## config.mk

```make
export PLATFORM = sky130hd
export DESIGN_NAME = com_uart
export DESIGN_NICKNAME = d
export VERILOG_FILES = /design/src/rtl/com_uart.sv
export SDC_FILE = /design/constraint.sdc
export NUM_CORES = 1
export LEC_CHECK = 0
export CORE_AREA = 8 8 82 84
export DETAILED_ROUTE_END_ITERATION = 8
export DIE_AREA = 0 0 90 92
export HOLD_SLACK_MARGIN = 0.08
export PLACE_DENSITY = 0.77
export SLEW_MARGIN = 20
export SYNTH_ARGS = -nofsm -noshare
export SYNTH_HDL_FRONTEND = slang
export SYNTH_SLANG_ARGS = --single-unit
```

## constraint.sdc

```tcl
create_clock -name clk50M -period 2.15 [get_ports clk50M]
set_clock_uncertainty 0.15 [all_clocks]
set_input_delay 0.3225 -clock clk50M [delete_from_list [all_inputs] [get_ports clk50M]]
set_output_delay 0.3225 -clock clk50M [all_outputs]
set_load 0.05 [all_outputs]
```

## src/rtl/com_uart.sv

```systemverilog
// com_uart: 8N1 serial engine for the memory controller's com port (byte TX strobe, RX byte + ready flag).
// Build option COM_RX_FIFO_EN swaps the single RX holding register for a 2**RX_FIFO_AW-entry FIFO.
`timescale 1ns/1ps

module com_uart #(
    parameter int CLK_FREQ   = 50000000,
    parameter int BAUD       = 115200,
    parameter int RX_FIFO_AW = 2
) (
    input  logic       clk50M,
    input  logic       rst,
    input  logic [7:0] tx_data,
    input  logic       tx_start,
    output logic       tx_ready,
    output logic [7:0] rx_data,
    output logic       rx_ready,
    input  logic       rx_ack,
    output logic       rx_frame_err,
    output logic       rx_overrun,
    output logic       uart_txd,
    input  logic       uart_rxd
);
    // state   | meaning
    // S_IDLE  | line idle (TX: ready for tx_start; RX: waiting for a low rxs)
    // S_START | start bit (RX: only half a bit, to land samples mid-bit)
    // S_DATA  | 8 data bits, LSB first
    // S_STOP  | stop bit
    typedef enum logic [1:0] {S_IDLE, S_START, S_DATA, S_STOP} uart_state_t;

    localparam int DIV = CLK_FREQ / BAUD;
    localparam int CW  = $clog2(DIV) + 1;
    localparam logic [CW-1:0] BIT_END  = CW'(DIV - 1);
    localparam logic [CW-1:0] HALF_END = CW'(DIV / 2 - 1);

    uart_state_t   tx_state, tx_next;
    logic [CW-1:0] tx_cnt;
    logic [2:0]    tx_bit;
    logic [7:0]    tx_shift;
    logic          tx_tick;

    assign tx_tick = (tx_cnt == BIT_END);

    always_ff @(posedge clk50M) begin
        if (rst) begin
            tx_state <= S_IDLE;
            tx_cnt   <= '0;
            tx_bit   <= '0;
            tx_shift <= '0;
        end else begin
            tx_state <= tx_next;
            if (tx_state == S_IDLE) begin
                tx_cnt <= '0;
                tx_bit <= '0;
                if (tx_start) tx_shift <= tx_data;
            end else begin
                tx_cnt <= tx_tick ? '0 : tx_cnt + 1'b1;
                if (tx_state == S_DATA && tx_tick) begin
                    tx_shift <= {1'b0, tx_shift[7:1]};
                    tx_bit   <= tx_bit + 1'b1;
                end
            end
        end
    end

    always_comb begin
        tx_next  = tx_state;
        tx_ready = 1'b0;
        uart_txd = 1'b1;
        case (tx_state)
            S_IDLE: begin
                tx_ready = 1'b1;
                if (tx_start) tx_next = S_START;
            end
            S_START: begin
                uart_txd = 1'b0;
                if (tx_tick) tx_next = S_DATA;
            end
            S_DATA: begin
                uart_txd = tx_shift[0];
                if (tx_tick && tx_bit == 3'd7) tx_next = S_STOP;
            end
            S_STOP: begin
                if (tx_tick) tx_next = S_IDLE;
            end
            default: tx_next = S_IDLE;
        endcase
    end

    // uart_rxd is asynchronous; everything below looks only at rxs.
    logic rx_meta, rxs;

    always_ff @(posedge clk50M) begin
        if (rst) begin
            rx_meta <= 1'b1;
            rxs     <= 1'b1;
        end else begin
            rx_meta <= uart_rxd;
            rxs     <= rx_meta;
        end
    end

    uart_state_t   rx_state, rx_next;
    logic [CW-1:0] rx_cnt;
    logic [2:0]    rx_bit;
    logic [7:0]    rx_shift;
    logic          rx_half, rx_tick, push, frame_err, overrun_c;
    logic          rx_ack_q, pop;

    assign rx_half = (rx_cnt == HALF_END);
    assign rx_tick = (rx_cnt == BIT_END);
    assign pop     = rx_ack & ~rx_ack_q;

    always_comb begin
        rx_next   = rx_state;
        push      = 1'b0;
        frame_err = 1'b0;
        case (rx_state)
            S_IDLE:  if (!rxs) rx_next = S_START;
            S_START: if (rx_half) rx_next = rxs ? S_IDLE : S_DATA;
            S_DATA:  if (rx_tick && rx_bit == 3'd7) rx_next = S_STOP;
            S_STOP: begin
                if (rx_tick) begin
                    rx_next   = S_IDLE;
                    push      = rxs;
                    frame_err = ~rxs;
                end
            end
            default: rx_next = S_IDLE;
        endcase
    end

    always_ff @(posedge clk50M) begin
        if (rst) begin
            rx_state     <= S_IDLE;
            rx_cnt       <= '0;
            rx_bit       <= '0;
            rx_shift     <= '0;
            rx_ack_q     <= 1'b0;
            rx_frame_err <= 1'b0;
            rx_overrun   <= 1'b0;
        end else begin
            rx_state     <= rx_next;
            rx_ack_q     <= rx_ack;
            rx_frame_err <= frame_err;
            rx_overrun   <= overrun_c;
            if (rx_state == S_IDLE || (rx_state == S_START && rx_half) || rx_tick)
                rx_cnt <= '0;
            else
                rx_cnt <= rx_cnt + 1'b1;
            if (rx_state == S_IDLE)
                rx_bit <= '0;
            if (rx_state == S_DATA && rx_tick) begin
                rx_shift <= {rxs, rx_shift[7:1]};
                rx_bit   <= rx_bit + 1'b1;
            end
        end
    end

`ifdef COM_RX_FIFO_EN
    localparam int DEPTH = 2 ** RX_FIFO_AW;

    logic [7:0]          fifo_mem [DEPTH];
    logic [RX_FIFO_AW:0] wr_ptr, rd_ptr;
    logic                empty, full, do_pop, do_push;

    assign empty     = (wr_ptr == rd_ptr);
    assign full      = (wr_ptr[RX_FIFO_AW] != rd_ptr[RX_FIFO_AW]) &&
                       (wr_ptr[RX_FIFO_AW-1:0] == rd_ptr[RX_FIFO_AW-1:0]);
    assign do_pop    = pop & ~empty;
    // A pop in the same cycle frees the slot the incoming byte needs.
    assign do_push   = push & (~full | do_pop);
    assign overrun_c = push & full & ~do_pop;
    assign rx_data   = fifo_mem[rd_ptr[RX_FIFO_AW-1:0]];
    assign rx_ready  = ~empty;

    always_ff @(posedge clk50M) begin
        if (rst) begin
            wr_ptr <= '0;
            rd_ptr <= '0;
            for (int i = 0; i < DEPTH; i++) fifo_mem[i] <= '0;
        end else begin
            if (do_push) begin
                fifo_mem[wr_ptr[RX_FIFO_AW-1:0]] <= rx_shift;
                wr_ptr <= wr_ptr + 1'b1;
            end
            if (do_pop) rd_ptr <= rd_ptr + 1'b1;
        end
    end
`else
    assign overrun_c = push & rx_ready & ~pop;

    always_ff @(posedge clk50M) begin
        if (rst) begin
            rx_data  <= '0;
            rx_ready <= 1'b0;
        end else if (push) begin
            rx_data  <= rx_shift;
            rx_ready <= 1'b1;
        end else if (pop) begin
            rx_ready <= 1'b0;
        end
    end
`endif

endmodule
```

Word level (Yosys, flattened, before mapping)
Index checks and enable logic that the tools add are counted.
{"block": "word_totals", "ff_bits": 60, "in_bits": 13, "out_inout_bits": 13}
{"block": "classes", "add_sub_neg": 4, "eq_ne": 19, "n_mux": 22, "bitwise": 8, "n_reduce_logical": 19}
{"operator": "$mux 8", "count": 3}
{"operator": "$add 10x1->10 const B", "count": 2}
{"operator": "$eq 10x9->1 const B", "count": 2}
{"operator": "$mux 2", "count": 9}
{"operator": "$pmux 2 s4", "count": 2}
{"operator": "$ne 2x2->1 const B", "count": 7}
{"operator": "$eq 10x8->1 const B", "count": 1}
{"operator": "$eq 2x2->1 const B", "count": 4}
{"operator": "$reduce_and 4->1", "count": 2}
{"operator": "$add 3x1->3 const B", "count": 2}
{"operator": "$eq 3x3->1 const B", "count": 2}
{"operator": "$mux 3", "count": 2}
{"operator": "$reduce_bool 2->1", "count": 3}
{"operator": "$reduce_or 3->1", "count": 2}
{"operator": "$logic_and 1x1->1", "count": 5}
{"operator": "$mux 1", "count": 5}
{"operator": "$not 1->1", "count": 5}
{"operator": "$eq 2x1->1 const B", "count": 2}
{"operator": "$logic_not 2->1", "count": 2}
{"operator": "$reduce_or 2->1", "count": 2}
{"operator": "$and 1x1->1", "count": 3}
{"operator": "$logic_or 1x1->1", "count": 2}
{"operator": "$ne 2x1->1 const B", "count": 1}
{"operator": "$pmux 1 s2", "count": 1}
{"operator": "$reduce_and 2->1", "count": 1}

Longest topological paths before layout
{"block": "logic_depth", "ltp_word": 5, "mapped_depth": 8}

Worst setup path after synthesis
Ideal clock, no wire load.
{"block": "synth_path", "path_kind": "register -> register", "start": "register tx_state[0]", "end": "register tx_shift[4]", "setup_ns": 0.091, "arrival_time_ns": 1.980, "setup_slack_ns": -0.071, "stages_incl_launch_ff": 8, "n_path_buf": 2, "path_cell_list": "dfxtp_1 -> inv_1 -> ha_1 -> clkbuf_1 -> a41o_1 -> clkbuf_1 -> a21oi_1 -> a311oi_1"}
{"block": "synth_via", "elab_chain_cells": 4, "elab_cells_between_ends": 7, "cone_classes": "eq/ne (2); mux (1); reduce/logical (4)"}
{"element": "from (decl)", "line": "35", "text": "uart_state_t tx_state, tx_next;"}
{"element": "from (signal assigned)", "line": "50", "text": "tx_state <= tx_next;"}
{"element": "$eq 2x2->1", "line": "57", "text": "if (tx_state == S_DATA && tx_tick) begin"}
{"element": "$logic_and 1x1->1", "line": "57"}
{"element": "$reduce_bool 2->1 (no line)"}
{"element": "$reduce_and 2->1 (no line)"}
{"element": "to (signal assigned)", "line": "54", "text": "if (tx_start) tx_shift <= tx_data;"}
{"element": "to (signal assigned)", "line": "58", "text": "tx_shift <= {1'b0, tx_shift[7:1]};"}
{"element": "to (decl)", "line": "38", "text": "logic [7:0] tx_shift;"}
Several ways; a longest one is shown, not always the timed one.
A chain may end at the register's enable or synchronous reset.

Final worst setup path
{"block": "layout_path", "start": "register tx_state[0]", "end": "output uart_txd"}
{"block": "layout_via", "elab_chain_cells": 2, "elab_cells_between_ends": 3, "cone_classes": "eq/ne (2); mux (1)"}
{"element": "$eq 2x2->1 / $eq 2x1->1 (equally long branches)", "line": "69", "text": "case (tx_state)"}
{"element": "$pmux 1 s2 (*)", "line": "69"}
{"element": "to (decl)", "line": "20", "text": "output logic uart_txd,"}
Mark *: on every way between the ends. The rest lies on a longest branch, timed or not.

==> run metrics <==
GR Util All Layers=12.65%; Post-CTS Setup Repair Bufs=0; final setup fails=0; CP max stage cell=dfxtp_1; crit-path cells=inv_1 > ha_1 > inv_1 > nor2_1 > a21oi_2 > buf_12; top cells by area, synth=dfxtp_1 45%, mux2i_1 10%, ha_1 6.6%; switching power=963.6 uW; largest net degree at the start of global routing=18; part of the power in registers=39.6%; kind of cell adding the most delay to the critical path=flip-flops; share of layout cells above drive strength 1=approximately an eighth; Hold Startpoint=rx_meta; placed cell count=between 300 and 400; Worst R2R Start=rx_cnt[0]; combinational cell fraction of total power=roughly 29%; sink of the worst hold path=rxs; clk slew on worst S/H paths=roughly 0.060 ns; DR iter-0 viols=just over 90; Period minus WS final=a little over 2 ns; Fin Setup TNS=0 ns; M1 GR Usage=14.58%; pre-CTS worst setup slack=approximately 0.20 ns; RePlAce Congestion=between 0.8 and 0.9; Post-Route WL=between 4000 and 5000 um; DP Area=3090 um^2; fin area=3297 um^2; Seq/Total Area, Yosys=between 40% and 50%; Leakage Power=approximately 1.2 nW; syn_nets=~310; R2R Path End=rx_bit[0]; wire per inst=roughly 13 um; Core ar.=between 5000 and 6000 um^2; FILL cells=between 400 and 500; DR DRC count=0; crit-path max FO=5; register-to-register setup slack=around 0.21 ns; FFs w/ async S/R, synth=0%; area delta synth->final=23.83%; clock power share=31.8%; ys flop type=dfxtp_1; post-synth top area share=45.11%; clk root buf=clkbuf_8; endpoints failing hold=0; Post-Syn Instances=284; number of max-cap violations=0; yosys warns=0; Final Cycle Share=around 94%; worst skew pair latency=approximately 0.33 ns; initial antenna violation count=0; GRT met3 Usage=roughly 4.3%; H-Tree Depth=3; DR vias=about 2100; Longest Clk Path Bufs=2; Final Util=between 60% and 70%; HP Class=reg -> reg; DIE WIDTH=roughly 90 um; Sw Ratio=just under 30%; Post-synth EDFFs=0; RSZ-0062 raised after global routing=false; vias in the first global route=approximately 2000; drt first pass iters=4; vias per cell=around 5.2; peak supply drop=0.6171 mV; cell with the most instances after synthesis=dfxtp_1; final net count=between 300 and 400; met2 GRT Util=about a fifth; Crit Path Class=reg -> out; Power Density=around 1000 nW/um^2; Worst Path Buf+Inv=3; worst reg-to-reg path cell count=5; worst slew pin tran=between 0.6 and 0.7 ns; Mapped Avg Cell Area=roughly 9.4 um^2; first-pass GRT wire length=slightly below 9000 um; hold slack=0.2642 ns; number of buffers added on ports=25; fmax=between 400 and 500 MHz; cell taking the most area after synthesis=dfxtp_1; Post-Syn Area=about 2700 um^2; Hold Path Depth=1; Setup crit end kind=output port; row count=27; Setup WS post-layout=0.1301 ns; Seq cells post-synth=60; cell internal pwr=between 2 and 2.5 mW; Startpoint Class=flop; critical path arrival=approximately 1.6 ns; n_diodes=0; Sinks on Clock Net=60; overall power=3.232 mW; post-route insts no fill=between 300 and 400; critical path's most frequent cell=inv_1; ANT nets after route=0; Synth top cells by count=60 x dfxtp_1, 34 x nor2_1, 27 x mux2i_1; Critical Path Max Stage Delay=between 0.3 and 0.4 ns; TritonCTS clock tree=yes; Slew Viols, Final=0; CTS Buf Count=9; Die ar.=between 8000 and 9000 um^2; initial core utilization=about half; CP required=1.68 ns; # IOs=26; gr ovfl total=0; Die Span Y=92 um; outcome=finished, final reports clean; post-DP HPWL=3499 um; cts hold-fix bufs=0; Top Usage Layer GRT=met2; relative slew slack=53.77%; post-synthesis cell type count=42
==> power groups by stage <==
stage / Combinational [mW] / Clock (mW) / Sequential (mW)
after floorplan: 0.610 / 0 / 1.29
after global placement: 0.899 / 0 / 1.30
after detailed placement: 0.912 / 0 / 1.30
after CTS: 0.924 / 1.06 / 1.28
after global routing: 1.01 / 1.11 / 1.29
final: 0.926 / 1.03 / 1.28
==> registers in the layout (all words and copies together), names as in the netlist, 2 cells and up, named ones only <==
| register | cells |
|---|---|
| tx_shift | 8 |
| tx_bit | 3 |
| rx_shift | 8 |
| rx_data | 8 |
| tx_state | 2 |
| tx_cnt | 10 |
| rx_bit | 3 |
| rx_cnt | 10 |
==> cells by family after synthesis <==
kind of cell / count (synthesis) / synth area share, %
and+or+nand+nor: 107 / 19.97
buffers and inverters: 26 / 4.088
xor gates and xnor gates: 17 / 5.592
adders and majority gates: 14 / 6.579
DFF: 60 / 45.11
AOI/OAI and AO/OA: 33 / 8.506
muxes: 27 / 10.15
==> cell type report <==
type	instances	area, um^2	share of cell area [%]
sequential	60	1201	36.43
clock inverter	1	30.03	0.9108
multi-input combinational	198	1371	41.59
timing repair buffer	41	390.4	11.84
inverter	11	41.29	1.252
tap	72	90.09	2.732
clock buffer	14	172.7	5.237
==> placed cells by master (no fill, tap or decap), types with 3 or more instances in the layout <==
cell type        count
a311oi_1             8
clkbuf_8            12
nor3_1              17
nor4_1               5
nand3_1             13
o21ai_0              4
clkdlybuf4s50_1     23
a21oi_1             10
xnor2_1             11
xor2_1               6
or2_2                3
buf_4               16
mux2i_1             27
ha_1                13
nor2_1              34
dfxtp_1             60
nand4_1              3
nand2b_1             3
nand2_1             14
inv_1               10
==> worst max-delay path by stage <==
| stage | slack [ns] | from | to | depth (start not counted) |
|---|---|---|---|---|
| after floorplan | 0.06 | rx_cnt[2] | rx_bit[0] | 6 |
| after global placement | 0.25 | rx_cnt[7] | rx_bit[0] | 4 |
| after detailed placement | 0.20 | rx_cnt[0] | rx_bit[0] | 5 |
| after CTS | 0.06 | tx_state[0] | uart_txd | 6 |
| after global routing | 0.02 | tx_state[0] | uart_txd | 6 |
| final | 0.13 | tx_state[0] | uart_txd | 6 |
==> routing by layer <==
layer / share of wire, % / up-vias
met5: 0 / -
li1: - / 1070
met3: 3.3 / 6
met2: 48 / 22
met4: 0.94 / 0
met1: 48 / 955
==> what timing repair did <==
item | in CTS | in global routing
gates resized for setup | 0 | 1
endpoints found under the setup margin | 0 | 1
hold endpoints to repair | 0 | 0
No activity file was read; power rests on OpenSTA's default activity.
